`src/rtl/popcount_accum_seq.sv`:
```
// rtl/popcount_accum_seq.sv - sequential popcount accumulator with threshold fire flag
//
// Purpose:
//    Takes frames of 1..MAX_BEATS activation words over a valid/ready stream.
//    For each frame it adds up the set bits, in exact or approximate (low-bit drop) mode.
//    It then returns the sum together with a threshold-fire flag and a force-close flag.
//
// Ports:
//    clk        in   1      clock, rising edge
//    rst        in   1      asynchronous active-high reset
//    in_valid   in   1      input beat valid
//    in_ready   out  1      block can accept a beat (low while a result is pending)
//    in_data    in   IN_W   activation bits
//    in_last    in   1      beat closes the frame
//    approx_en  in   1      approximate mode, sampled on the first beat of a frame
//    thr        in   ACC_W  fire threshold, sampled on the first beat of a frame
//    out_valid  out  1      result valid
//    out_ready  in   1      consumer accepts the result
//    out_sum    out  ACC_W  accumulated popcount (saturating)
//    out_fire   out  1      out_sum >= sampled thr (unsigned)
//    out_trunc  out  1      frame force-closed at MAX_BEATS without in_last
module popcount_accum_seq #(
   parameter int IN_W        = 27,
   parameter int MAX_BEATS   = 4,
   parameter int ACC_W       = 7,
   parameter int APPROX_DROP = 4
) (
   input  logic             clk,
   input  logic             rst,
   input  logic             in_valid,
   output logic             in_ready,
   input  logic [IN_W-1:0]  in_data,
   input  logic             in_last,
   input  logic             approx_en,
   input  logic [ACC_W-1:0] thr,
   output logic             out_valid,
   input  logic             out_ready,
   output logic [ACC_W-1:0] out_sum,
   output logic             out_fire,
   output logic             out_trunc
);

   localparam int CNT_W = $clog2(MAX_BEATS + 1);

   localparam logic [1:0] S_IDLE = 2'd0;
   localparam logic [1:0] S_ACC  = 2'd1;
   localparam logic [1:0] S_OUT  = 2'd2;

   localparam logic [CNT_W-1:0] LAST_CNT    = CNT_W'(MAX_BEATS - 1);
   localparam logic [ACC_W-1:0] ACC_MAX     = '1;
   localparam logic [ACC_W-1:0] APPROX_BIAS = ACC_W'(APPROX_DROP / 2);

   logic [1:0]       state_q, state_d;
   logic [ACC_W-1:0] acc_q, acc_d;
   logic [CNT_W-1:0] beat_cnt_q, beat_cnt_d;
   logic             approx_q, approx_d;
   logic [ACC_W-1:0] thr_q, thr_d;
   logic             fire_q, fire_d;
   logic             trunc_q, trunc_d;

   logic             accept;
   logic             first_beat;
   logic             mode;
   logic [ACC_W-1:0] thr_eff;
   logic [ACC_W-1:0] pc;
   logic [ACC_W-1:0] base;
   logic [ACC_W:0]   sum_wide;
   logic [ACC_W-1:0] sum_sat;
   logic             at_max;
   logic             close_frame;

   // Approx mode ignores the low APPROX_DROP bits and substitutes their expected
   // count (half of them set) so the result stays centred on the exact value.
   function automatic logic [ACC_W-1:0] beat_count(input logic [IN_W-1:0] d,
                                                   input logic            approx);
      logic [ACC_W-1:0] c;
      c = '0;
      for (int i = 0; i < IN_W; i++) begin
         if (!approx || i >= APPROX_DROP) c = c + ACC_W'(d[i]);
      end
      if (approx) c = c + APPROX_BIAS;
      return c;
   endfunction

   assign in_ready  = (state_q != S_OUT);
   assign out_valid = (state_q == S_OUT);
   assign out_sum   = acc_q;
   assign out_fire  = fire_q;
   assign out_trunc = trunc_q;

   assign accept     = in_valid & in_ready;
   assign first_beat = (state_q == S_IDLE);
   // The first beat uses the live mode and threshold; later beats use the latched copies.
   assign mode       = first_beat ? approx_en : approx_q;
   assign thr_eff    = first_beat ? thr : thr_q;
   assign pc         = beat_count(in_data, mode);
   assign base       = first_beat ? '0 : acc_q;
   assign sum_wide   = {1'b0, base} + {1'b0, pc};
   assign sum_sat    = sum_wide[ACC_W] ? ACC_MAX : sum_wide[ACC_W-1:0];
   // The beat being accepted is the MAX_BEATS-th of the frame.
   assign at_max      = first_beat ? (MAX_BEATS == 1) : (beat_cnt_q == LAST_CNT);
   assign close_frame = in_last | at_max;

   always_comb begin
      state_d    = state_q;
      acc_d      = acc_q;
      beat_cnt_d = beat_cnt_q;
      approx_d   = approx_q;
      thr_d      = thr_q;
      fire_d     = fire_q;
      trunc_d    = trunc_q;
      case (state_q)
         S_IDLE, S_ACC: begin
            if (accept) begin
               acc_d      = sum_sat;
               beat_cnt_d = first_beat ? CNT_W'(1) : beat_cnt_q + CNT_W'(1);
               if (first_beat) begin
                  approx_d = approx_en;
                  thr_d    = thr;
               end
               if (close_frame) begin
                  state_d = S_OUT;
                  fire_d  = (sum_sat >= thr_eff);
                  trunc_d = at_max & ~in_last;
               end else begin
                  state_d = S_ACC;
               end
            end
         end
         S_OUT: begin
            if (out_ready) begin
               state_d    = S_IDLE;
               acc_d      = '0;
               beat_cnt_d = '0;
               fire_d     = 1'b0;
               trunc_d    = 1'b0;
            end
         end
         default: state_d = S_IDLE;
      endcase
   end

   always_ff @(posedge clk or posedge rst) begin
      if (rst) begin
         state_q    <= S_IDLE;
         acc_q      <= '0;
         beat_cnt_q <= '0;
         approx_q   <= 1'b0;
         thr_q      <= '0;
         fire_q     <= 1'b0;
         trunc_q    <= 1'b0;
      end else begin
         state_q    <= state_d;
         acc_q      <= acc_d;
         beat_cnt_q <= beat_cnt_d;
         approx_q   <= approx_d;
         thr_q      <= thr_d;
         fire_q     <= fire_d;
         trunc_q    <= trunc_d;
      end
   end

endmodule
```
`config.mk`:
```
export PLATFORM = sky130hd
export DESIGN_NAME = popcount_accum_seq
export DESIGN_NICKNAME = d
export VERILOG_FILES = /design/src/rtl/popcount_accum_seq.sv
export SDC_FILE = /design/constraint.sdc
export NUM_CORES = 1
export LEC_CHECK = 0
export CAP_MARGIN = 20
export CELL_PAD_IN_SITES_DETAIL_PLACEMENT = 0
export CELL_PAD_IN_SITES_GLOBAL_PLACEMENT = 1
export CORE_ASPECT_RATIO = 0.7
export CORE_MARGIN = 8
export CORE_UTILIZATION = 40
export CTS_CLUSTER_DIAMETER = 60
export DETAILED_ROUTE_END_ITERATION = 10
export GPL_ROUTABILITY_DRIVEN = 0
export HOLD_SLACK_MARGIN = 0.03
export PLACE_DENSITY_LB_ADDON = 0.3
export RECOVER_POWER = 100
export SLEW_MARGIN = 20
export SYNTH_ARGS = -nofsm -noshare
export SYNTH_HDL_FRONTEND = slang
export SYNTH_SLANG_ARGS = --single-unit
export TNS_END_PERCENT = 20
```
`constraint.sdc`:
```
create_clock -name clk -period 19.3 [get_ports clk]
set_input_delay 4.825 -clock clk [delete_from_list [all_inputs] [get_ports clk]]
set_output_delay 4.825 -clock clk [all_outputs]
set_load 0.02 [all_outputs]
```
==> run_results.csv, run 1 <==
group,metric,value,unit
run_status,status,"finished clean",
clock_tree,cts_buffers,3,
clock_tree,cts_buffer_depth,2,
floorplanning,chipHeight,81.14,um
hold_path,hold_end,"beat_cnt_q[1]$_DFFE_PP0P_",
critical_path,r2r-end,"out_fire$_DFFE_PP0P_",
synthesis,avgSynthCellArea,9.435,sq um
sta,min_period,13.42,ns
synthesis,yosys.area_share.simple,14.24,%
synthesis,ys_seq_area_share,22.70,%
critical_path,worstPathMaxFanout,10,
critical_path,critical_path_class,"primary input to register",
global_routing,grtUsageTotal,13.21,%
synthesis,async_reset_ff_share,100.0,%
placement,dp_hpwl,4531,um
sta,rsz0062_at_grt,"false",
global_routing,grt_pass1_vias,1950,
synthesis,synth.distinct_cells,39,
global_routing,grt_max_degree,28,
critical_path,r2r_start,"state_q[0]$_DFFE_PP0P_",
synthesis,synth_top_area_cell,"dfrtp_1",
routing,drt_iter0_drc,89,
routing,drt_pre_antenna_iters,4,
clock_tree,hold_buffers,0,
synthesis,synthCells,257,
placement,portBuffers,50,
synthesis,synth_top_family_by_area,"adder cells",
synthesis,syn-cell-area,2425,sq um
sta,setup_viol,0,
finish,n_antenna_cell,0,
critical_path,cpPeakStageDelay,0.81,ns
synthesis,synthMostInstantiatedCell,"inv_1",
critical_path,worstRegToRegCells,32,
sta,max-slew-margin-rel,32.26,%
floorplanning,die_area,8849,sq um
sta,tightest_slew,1.016,ns
finish,drive_gt1_share,2.970,%
global_routing,antenna_found_initial,0,
hold_path,min_from,"beat_cnt_q[1]$_DFFE_PP0P_",
hold_path,hold_depth,2,
routing,detail-route-antenna-nets,0,
clock_tree,ctsRootBufferMaster,"clkbuf_8",
synthesis,synth_seq_cells,22,
sta,slew_violations,0,
clock_tree,clkTransAtPathRegs,0.07,ns
finish,nets,397,
clock_tree,htree_levels,1,
synthesis,synth-compound-area-share,14.81,%
flow_run,cap_violations,0,
critical_path,end_kind,"register",
synthesis,muxShareOfSynthArea,4.747,%
synthesis,ys_top_cells_by_area,"dfrtp_1 (23%), fa_1 (17%), ha_1 (17%), inv_1 (5.1%), nand2_1 (4.3%)",
clock_tree,ctsResizeCount,0,
sta,skew,0.002295,ns
floorplanning,io_pins,51,
clock_tree,postCtsSetupBuffers,0,
routing,num_vias,1873,
critical_path,ff2ff_setup_slack,10.07,ns
critical_path,cp.arrival,13.56,ns
synthesis,synth_common_cells,"inv_1 (33), ha_1 (32), nand2_1 (28)",
synthesis,ys_warn_count,0,
clock_tree,numClockSinks,22,
synthesis,synth_adder_area_share,33.02,%
sta,timing.fmax,74.53,MHz
floorplanning,core,5784,sq um
synthesis,synthDominantCellAreaShare,22.70,%
synthesis,synth_ff_type,"dfrtp_1",
hold_path,hold_path_class,"register to register",
global_routing,grt_pass1_wl,9363,um
finish,fillers,545,
critical_path,cp_slowest_cell,"a211oi_1",
sta,hold_violations,0,
clock_tree,cts_tree,"yes",
synthesis,synth_edf_count,0,
routing,drc,0,
sta,fin_crit_sh,69.52,%
routing,viasPerCell,4.955,
synthesis,synth_fp_nets,349,
critical_path,crit_path_start_kind,"primary input",
sta,tns,0,ns
routing,drt-total-wl,5320,um
floorplanning,initial_core_util,41.92,%
global_routing,grt_overflow,0,
routing,avgRoutedWirePerCell,14.07,um
critical_path,required,19.44,ns
floorplanning,fp-row-count,23,
floorplanning,die_x,109.1,um
synthesis,synth_xor_area_share,3.973,%
finish,area_delta_synth_final,23.48,%
critical_path,crit_top_cell,"ha_1",
clock_tree,clk_latency,0.26,ns
## routing by layer
layer  track usage [%]  vias to the layer above  part of all wire (%)
li1                  -                      957                     -
met1             20.28                      860                    54
met2             17.63                       54                    36
met3             4.506                        2                    10
met4             1.224                        0                  0.24
met5                 0                        -                     0
## flip-flops by register name, indices dropped and copies added (netlist names)
register    count
thr_q           7
out_sum         7
state_q         2
out_trunc       1
approx_q        1
beat_cnt_q      3
out_fire        1
## kinds of logic (layout without fill, tap and decap cells)
group / after synthesis / after routing
multiplexers: 10 / 10
AO/OA/AOI/OAI: 55 / 55
flip-flops: 22 / 22
buffers and inverters: 40 / 86
AND/OR/NAND/NOR: 67 / 67
XOR/XNOR: 11 / 11
adder cells (fa/ha/maj): 52 / 52
## stage by stage
step | area (sq um) | cells | setup slack (ns) | util (%) | hold WS (ns)
6_report | 2994 | 378 | 5.883 | 51.76 | 0.4753
5_1_grt | 2994 | 378 | 5.156 | 51.76 | 0.5093
3_5_place_dp | 2985 | 375 | 6.585 | 51.61 | 0.4602
4_1_cts | 3027 | 378 | 6.848 | 52.33 | 0.4782
2_1_floorplan | 2425 | 257 | 7.683 | - | 0.4418
3_3_place_gp | 2985 | 375 | 6.742 | 51.61 | 0.4588
## worst max-delay path by stage
stage                   start                    to  slack (ns)
floorplan           approx_en  out_fire$_DFFE_PP0P_        7.68
global placement    approx_en  out_fire$_DFFE_PP0P_        6.74
detailed placement  approx_en  out_fire$_DFFE_PP0P_        6.58
CTS                 approx_en  out_fire$_DFFE_PP0P_        6.85
global route        approx_en  out_fire$_DFFE_PP0P_        5.16
finish              approx_en  out_fire$_DFFE_PP0P_        5.88
## final cells by class
type / instances / area [sq um] / area share (%)
Clock buffer: 3 / 41.29 / 1.379
Inverter: 33 / 123.9 / 4.137
Multi-Input combinational cell: 195 / 1684 / 56.25
Sequential cell: 22 / 550.5 / 18.39
Tap cell: 75 / 93.84 / 3.134
Timing Repair Buffer: 50 / 500.5 / 16.72
## cell usage in the layout (no fill, tap or decap), types with 4 or more instances in the layout
cell | synthesis | routed
a21o_1 | 7 | 7
a21oi_1 | 14 | 16
clkdlybuf4s50_1 | 0 | 35
dfrtp_1 | 22 | 22
dlygate4sd3_1 | 0 | 15
fa_1 | 20 | 20
ha_1 | 32 | 32
inv_1 | 33 | 33
mux2i_1 | 7 | 8
nand2_1 | 28 | 28
nand3_1 | 4 | 4
nor2_1 | 7 | 7
nor2b_1 | 9 | 9
o21ai_0 | 16 | 16
xnor2_1 | 7 | 7
xor2_1 | 4 | 4
## critical path: cells and delay by family
family,cells,cell delay (ns)
adders and majority gates,12,4.28
AOI/OAI and AO/OA,9,2.06
and+or+nand+nor,6,0.77
buffers and inverters,2,0.59
muxes,1,0.56
xor gates and xnor gates,2,0.45
Power of run 1 is left out: the tool's default activity adds up to more than one toggle a clock period on the data nets, which glitch-free logic cannot reach.
==> inputs of run 2 (changes only) <==
--- a/config.mk
+++ b/config.mk
@@ -10,7 +10,7 @@
 export CELL_PAD_IN_SITES_GLOBAL_PLACEMENT = 1
 export CORE_ASPECT_RATIO = 0.7
 export CORE_MARGIN = 8
-export CORE_UTILIZATION = 40
+export CORE_UTILIZATION = 39
 export CTS_CLUSTER_DIAMETER = 60
 export DETAILED_ROUTE_END_ITERATION = 10
 export GPL_ROUTABILITY_DRIVEN = 0
==> constraint.sdc (replaced) <==
create_clock -name clk -period 12.8 [get_ports clk]
set_input_delay 3.2 -clock clk [delete_from_list [all_inputs] [get_ports clk]]
set_output_delay 3.2 -clock clk [all_outputs]
set_load 0.02 [all_outputs]
==> run 2 against run 1 <==
  * Final cell count increased by 1.1%
  * Critical path depth unchanged
  * Non-clock buffer count unchanged
  * First-iteration DRC count decreased by 36%
  * Critical endpoint unchanged
  * Utilization decreased by 2.5 points
  * Worst hold slack improved by 0.0042 ns
  * Die area increased by 2.1%
  * Worst setup slack got worse by 4.4 ns
  * Routed wire length increased by 1.6%
==> run_results.csv, run 2 (synthesis gave the netlist of run 1 again) <==
group,metric,value,unit
floorplanning,initial_core_util,39.58,%
routing,avgRoutedWirePerCell,14.14,um
clock_tree,numClockSinks,22,
finish,drive_gt1_share,3.289,%
finish,final_common_cell,"clkdlybuf4s50_1",
clock_tree,hold_buffers,0,
critical_path,crit_top_cell,"ha_1",
global_routing,antenna_found_initial,0,
placement,portBuffers,50,
routing,num_vias,1845,
clock_tree,clk_latency,0.26,ns
placement,dp_hpwl,4557,um
floorplanning,die_x,110.2,um
critical_path,cp.arrival,11.49,ns
global_routing,grt_pass1_vias,1848,
clock_tree,ctsResizeCount,0,
sta,min_period,11.34,ns
sta,hold_violations,0,
finish,nets,397,
floorplanning,io_pins,51,
finish,fillers,596,
critical_path,r2r_start,"state_q[1]$_DFFE_PP0P_",
routing,drc,0,
finish,layout_common_cells,"clkdlybuf4s50_1 (35), inv_1 (33), ha_1 (32)",
critical_path,ff2ff_setup_slack,4.02,ns
run_status,status,"finished clean",
critical_path,end_kind,"register",
critical_path,cpPeakStageDelay,0.56,ns
finish,final_core_util,49.31,%
sta,skew,0.004587,ns
sta,tightest_slew,1.016,ns
routing,viasPerCell,4.830,
clock_tree,cts_buffers,3,
sta,fin_crit_sh,88.62,%
clock_tree,ctsRootBufferMaster,"clkbuf_8",
critical_path,cp_slowest_cell,"dlygate4sd3_1",
global_routing,grt_max_degree,28,
routing,drt_pre_antenna_iters,4,
sta,tns,0,ns
finish,n_antenna_cell,0,
floorplanning,core,6126,sq um
routing,drt_iter0_drc,57,
routing,detail-route-antenna-nets,0,
routing,drt-total-wl,5403,um
critical_path,required,12.94,ns
clock_tree,htree_levels,1,
floorplanning,fp-row-count,24,
critical_path,startpoint,"approx_en",
critical_path,critical_path_class,"primary input to register",
finish,multi_input_area,1693,sq um
clock_tree,postCtsSetupBuffers,0,
floorplanning,chipHeight,81.97,um
global_routing,grtUsageTotal,12.84,%
sta,rsz0062_at_grt,"false",
sta,max-slew-margin-rel,32.28,%
critical_path,crit_path_start_kind,"primary input",
floorplanning,die_area,9037,sq um
clock_tree,cts_tree,"yes",
critical_path,worstPathMaxFanout,10,
clock_tree,cts_buffer_depth,2,
hold_path,hold_path_class,"register to register",
global_routing,grt_pass1_wl,9225,um
sta,timing.fmax,88.16,MHz
flow_run,cap_violations,0,
hold_path,min_from,"thr_q[0]$_DFFE_PP0P_",
sta,setup_viol,0,
sta,slew_violations,0,
finish,seq_area,550.5,sq um
global_routing,grt_overflow,0,
clock_tree,clkTransAtPathRegs,0.08,ns
finish,area_delta_synth_final,24.56,%
==> run 2: metrics by stage <==
step                      setup WS, ns  hold WS, ns  instances  area, sq um
final                            1.457       0.4795        382         3020
after detailed placement         1.700       0.4595        378         2989
after CTS                        1.945       0.4806        382         3044
after global routing            0.8279       0.5081        382         3020
after global placement           1.900       0.4542        378         2989
after floorplan                  2.808       0.4418        257         2425
==> run 2: metal layers <==
metal / wire, um / GRT usage, %
met3: 388 / 3.527
met2: 2121 / 17.44
met1: 2885 / 20.01
met5: 0 / 0
met4: 8 / 1.192
==> run 2: critical path, delay by kind of cell <==
kind / cells / cell delay, ns
buffers and inverters: 2 / 0.60
XOR/XNOR: 2 / 0.45
multiplexers: 1 / 0.53
adder cells (fa/ha/maj): 12 / 4.14
AO/OA/AOI/OAI: 8 / 1.55
AND/OR/NAND/NOR: 7 / 1.00
==> run 2: layout make-up <==
type,count,area share [%]
timing repair buffer,50,16.57
clock buffer,4,1.823
sequential,22,18.23
multi-input combinational,195,56.05
tap,78,3.231
inverter,33,4.101
==> run 2: final timing paths <==
check / endpoint / cells past startpoint
max reg2reg: out_fire$_DFFE_PP0P_ / 32
max: out_fire$_DFFE_PP0P_ / 32
max in group asynchronous: beat_cnt_q[0]$_DFFE_PP0P_ / 2
min in group asynchronous: thr_q[2]$_DFFE_PP0P_ / 2
min reg2reg: thr_q[0]$_DFFE_PP0P_ / 2
min: thr_q[0]$_DFFE_PP0P_ / 2
Power of run 2 is left out for the same reason.
